==> src/rtl/gray_pkg.sv <==
// Shared Gray-code helpers and legal WIDTH range for the Gray pointer counter
// and its converters. Helpers work on the widest legal code. Callers zero-extend
// the input and truncate the result. Zero upper bits do not disturb the low bits
// of either transform.
package gray_pkg;

    localparam int unsigned GRAY_WIDTH_MIN = 2;
    localparam int unsigned GRAY_WIDTH_MAX = 16;

    // Binary to Gray: g = b ^ (b >> 1)
    function automatic logic [GRAY_WIDTH_MAX-1:0] bin2gray(input logic [GRAY_WIDTH_MAX-1:0] bin);
        return bin ^ (bin >> 1);
    endfunction

    // Gray to binary: prefix XOR from the MSB down
    function automatic logic [GRAY_WIDTH_MAX-1:0] gray2bin(input logic [GRAY_WIDTH_MAX-1:0] gray);
        logic [GRAY_WIDTH_MAX-1:0] bin;
        bin[GRAY_WIDTH_MAX-1] = gray[GRAY_WIDTH_MAX-1];
        for (int i = int'(GRAY_WIDTH_MAX) - 2; i >= 0; i--) begin
            bin[i] = bin[i+1] ^ gray[i];
        end
        return bin;
    endfunction

endpackage

==> src/rtl/converter_bin_gray.sv <==
// Combinational binary-to-Gray converter.
module converter_bin_gray
    import gray_pkg::*;
#(
    parameter int unsigned WIDTH = 4
) (
    input  logic [WIDTH-1:0] bin_i,
    output logic [WIDTH-1:0] gray_o
);

    // Encode through the shared package helper
    assign gray_o = WIDTH'(bin2gray(GRAY_WIDTH_MAX'(bin_i)));

endmodule

==> src/rtl/gray_ptr_counter.sv <==
// Gray-coded pointer counter. The binary count and its Gray code are
// registered in the same flop stage. gray_next shows the code the counter
// takes at the next edge.
// Optional feature: define GRAY_PTR_LOAD_EN to add the load/load_bin port and
// load path.
// Update priority is rst > clr > load > inc_en.
module gray_ptr_counter
    import gray_pkg::*;
#(
    parameter int unsigned WIDTH = 4
) (
    input  logic             clk,
    input  logic             rst,
    input  logic             inc_en,
    input  logic             clr,
`ifdef GRAY_PTR_LOAD_EN
    input  logic             load,
    input  logic [WIDTH-1:0] load_bin,
`endif
    output logic [WIDTH-1:0] bin_out,
    output logic [WIDTH-1:0] gray_out,
    output logic [WIDTH-1:0] gray_next,
    output logic             wrap
);

    // Reject illegal widths at elaboration
    if (WIDTH < GRAY_WIDTH_MIN || WIDTH > GRAY_WIDTH_MAX) begin : g_bad_width
        $error("gray_ptr_counter: WIDTH out of range");
    end

    logic [WIDTH-1:0] bin_q, bin_d;
    logic [WIDTH-1:0] gray_q;
    logic             wrap_q, wrap_d;

    // Next binary value by priority. Only an increment out of all-ones flags a wrap.
    always_comb begin
        bin_d  = bin_q;
        wrap_d = 1'b0;
        if (rst) begin
            bin_d = '0;
        end else if (clr) begin
            bin_d = '0;
`ifdef GRAY_PTR_LOAD_EN
        end else if (load) begin
            bin_d = load_bin;
`endif
        end else if (inc_en) begin
            bin_d  = bin_q + WIDTH'(1);
            wrap_d = (bin_q == {WIDTH{1'b1}});
        end
    end

    // Gray code of the next value. It also feeds the gray_out flop.
    converter_bin_gray #(
        .WIDTH (WIDTH)
    ) u_bin_gray (
        .bin_i  (bin_d),
        .gray_o (gray_next)
    );

    // Binary, Gray and wrap state, cleared by synchronous reset
    always_ff @(posedge clk) begin
        if (rst) begin
            bin_q  <= '0;
            gray_q <= '0;
            wrap_q <= 1'b0;
        end else begin
            bin_q  <= bin_d;
            gray_q <= gray_next;
            wrap_q <= wrap_d;
        end
    end

    assign bin_out  = bin_q;
    assign gray_out = gray_q;
    assign wrap     = wrap_q;

endmodule

==> config.mk <==
export PLATFORM = sky130hd
export DESIGN_NAME = gray_ptr_counter
export DESIGN_NICKNAME = d
export VERILOG_FILES = /design/src/rtl/gray_pkg.sv /design/src/rtl/converter_bin_gray.sv /design/src/rtl/gray_ptr_counter.sv
export SDC_FILE = /design/constraint.sdc
export NUM_CORES = 1
export LEC_CHECK = 0
export ABC_CLOCK_PERIOD_IN_PS = 3100
export BUFFER_PORTS_ARGS = -buffer_cell sky130_fd_sc_hd__buf_2
export CAP_MARGIN = 25
export CORE_AREA = 2 2 39 41
export DETAILED_ROUTE_END_ITERATION = 6
export DIE_AREA = 0 0 41 43
export PLACE_DENSITY_LB_ADDON = 0.08
export SLEW_MARGIN = 20
export SYNTH_ARGS = -nofsm -noshare
export SYNTH_HDL_FRONTEND = slang
export SYNTH_HIERARCHICAL = 1
export SYNTH_SLANG_ARGS = --single-unit
==> constraint.sdc <==
create_clock -name clk -period 3.1 [get_ports clk]
set_input_delay 0.31 -clock clk [delete_from_list [all_inputs] [get_ports clk]]
set_output_delay 0.31 -clock clk [all_outputs]
set_load 0.05 [all_outputs]
==> summary.md <==
| Metric | Value |
|---|---|
| Fin Clk Skew | `3.88 ps` |
| Finished Layout Cells | `a little over 70` |
| Clock transition at the registers of the reported paths | `roughly 70 ps` |
| Final min period | `about 2100 ps` |
| DP HPWL | `~620 um` |
| Design Area, Final | `approximately 500 um2` |
| Worst VDD drop | `~0.17 mV` |
| Setup-failing EPs final | `0` |
| Synth area leaders | `dfxtp_1 (44%), and2b_1 (7.4%), xor2_1 (6.5%)` |
| Max Slew Vio Count | `0` |
| Initial Util | `between 20 and 30%` |
| Gr usage total | `11.2%` |
| Worst Path Max Fanout | `4` |
| Avg WL per Cell | `between 10 and 15 um` |
| Vias in the first global route | `310` |
| DP Area | `approximately 480 um2` |
| Crit-path slowest cell | `dfxtp_1` |
| DRT Wirelength | `between 700 and 800 um` |
| Die Ht | `43 um` |
| Die area | `1760 um2` |
| # diodes | `0` |
| Synthesized area | `405 um2` |
| Worst-margin pin slew | `roughly 250 ps` |
| First-pass GRT wire length | `between 1000 and 1500 um` |
| Distinct cells, synth | `19` |
| Initial antenna violation count | `0` |
| DRC violation count after routing | `0` |
| DRT antenna net count | `0` |
| Via/cell ratio | `4.62` |
| Clock buffer depth | `2` |
| Most frequent cells in the layout | `buf_2 (16), dfxtp_1 (9), nor2_1 (5), and2b_1 (4)` |
| PortBufs | `16` |
| Crit path kind | `flop to primary output` |
| Number of synthesized register bits | `9` |
| Register area share after synthesis | `between 40 and 50%` |
| Yosys top cell area share | `about 44%` |
| Core Area | `about 1400 um2` |
| H-tree Lvls | `1` |
| Placed Cells | `67` |
| Status | `complete, no violations` |
| Fin crit share | `between 60% and 70%` |
| Post-synthesis cell count | `38` |
| Critical Path AT | `1820 ps` |
| # IOs | `17` |
| CTS tree | `yes` |
| Slew headroom | `83.2%` |
| Hold buffer count at cts | `0` |
| CTS sink cnt | `9` |
| FMAX | `approximately 470 MHz` |
| Placement Setup Slack | `approximately 1200 ps` |
| Initial DRC count | `3` |
| Final Hold Violating Endpoints | `0` |
| RSZ-0062 raised after global routing | `false` |
| Post-synthesis average cell area | `10.7 um2` |
| Chip width | `around 40 um` |
| Drt pass-1 iters | `4` |
| Worst path required time | `2790 ps` |
| GR Overflow Total | `0` |
| Layout cell share with drive strength beyond 1 | `around two fifths` |
| Postcts setup bufs | `0` |
| Static Leakage | `between 0.2 and 0.3 nW` |
| Final WS setup | `965 ps` |
| Nets@finish | `61` |
| Post_cts resized | `0` |
| Commonest non-fill, non-tap cell in the layout | `buf_2` |
| Crit-path cells | `ha_1, a21bo_2, a21oi_1, xor2_1, buf_2` |
| YS warnings | `6` |
| Layout area overhead | `25.6%` |
| Hold WC Path Type | `primary input to flop` |
| Mapped Nets | `43` |
| Core Rows | `14` |
| Setup crit start kind | `flop` |
| GPL Wtd Cong | `0.711` |
| Post-synth top area cell | `dfxtp_1` |
| TritonCTS Buffers | `3` |
| Max-cap violations | `0` |
| Largest net degree at the start of global routing | `8` |
| Biggest cell delay along the critical path | `between 300 and 400 ps` |
| CP Capture Type | `primary output` |
| Fin Setup TNS | `0 ps` |
| Clock latency at the later pin of the worst-skew pair | `approximately 260 ps` |
| Root Driver | `clkbuf_4` |
| PD cells | `around 470 nW/um2` |
| Fin Hold WS | `365 ps` |
| Via count | `328` |
-- worst paths after layout --
| kind | start | to | slack (ps) | cells past startpoint |
|---|---|---|---|---|
| worst max-delay path | bin_out[0] | gray_next[1] | 970 | 5 |
| worst max register to register | bin_out[0] | gray_out[1] | 1640 | 5 |
| worst min register to register | bin_out[3] | wrap | 510 | 2 |
| worst min-delay path | inc_en | wrap | 360 | 3 |
-- logic make-up after synthesis --
group	synth area share (%)
AND/OR/NAND/NOR	25.3
flip-flops	44.4
XOR/XNOR	8.64
AO/OA/AOI/OAI	4.94
buffers and inverters	5.56
multiplexers	8.02
adder cells (fa/ha/maj)	3.09
-- Yosys cell counts --
cell type and n:
ha_1 1, dfxtp_1 9, buf_4 1, mux2i_1 1
nand4_1 1, or2_1 1, nand3b_1 1, clkbuf_1 1
nor3_1 1, and2b_1 4, buf_6 1, a21bo_2 1
nor3b_1 1, nand4_4 1, a21oi_1 2, xor2_1 3
nor2_1 5, xnor2_1 1, mux2_1 2
-- where the power goes --
| group | internal, mW | switching [mW] | total (mW) |
|---|---|---|---|
| logic | 0.00702 | 0.0176 | 0.0246 |
| clock network | 0.0497 | 0.0439 | 0.0936 |
| registers | 0.117 | 0.00166 | 0.119 |
| total | 0.174 | 0.0632 | 0.237 |
-- area by class of cell --
cell class | instances | area, um2
Clock buffer | 4 | 26.3
Fill cell | 152 | 875
Multi-Input combinational cell | 26 | 203
Sequential cell | 9 | 180
Tap cell | 16 | 20.0
Timing Repair Buffer | 16 | 80.1
-- metrics by stage --
stage	power, mW	util [%]
2_1_floorplan	0.141	-
3_3_place_gp	0.146	34.9
3_5_place_dp	0.146	34.9
4_1_cts	0.243	36.8
5_1_grt	0.250	36.8
6_report	0.237	36.8
-- metal layers --
layer / vias to the layer above / wire, um / global-route usage, %
li1: 160 / - / -
met1: 153 / 348 / 12.7
met2: 13 / 368 / 15.6
met3: 2 / 76 / 3.66
met4: 0 / 5 / 10.0
met5: - / 0 / 0
-- sequential cells by signal, summed over array words and instances (netlist names) --
signal,count
wrap,1
gray_out,4
bin_out,4
-- worst max-delay path: cells and delay by family (launching register included) --
kind,cells,cell delay [ps]
AOI/OAI and AO/OA,2,460
DFF,1,360
buffers and inverters,1,290
adders and majority gates,1,250
xor gates and xnor gates,1,200
Power figures use the tool's default switching activity.
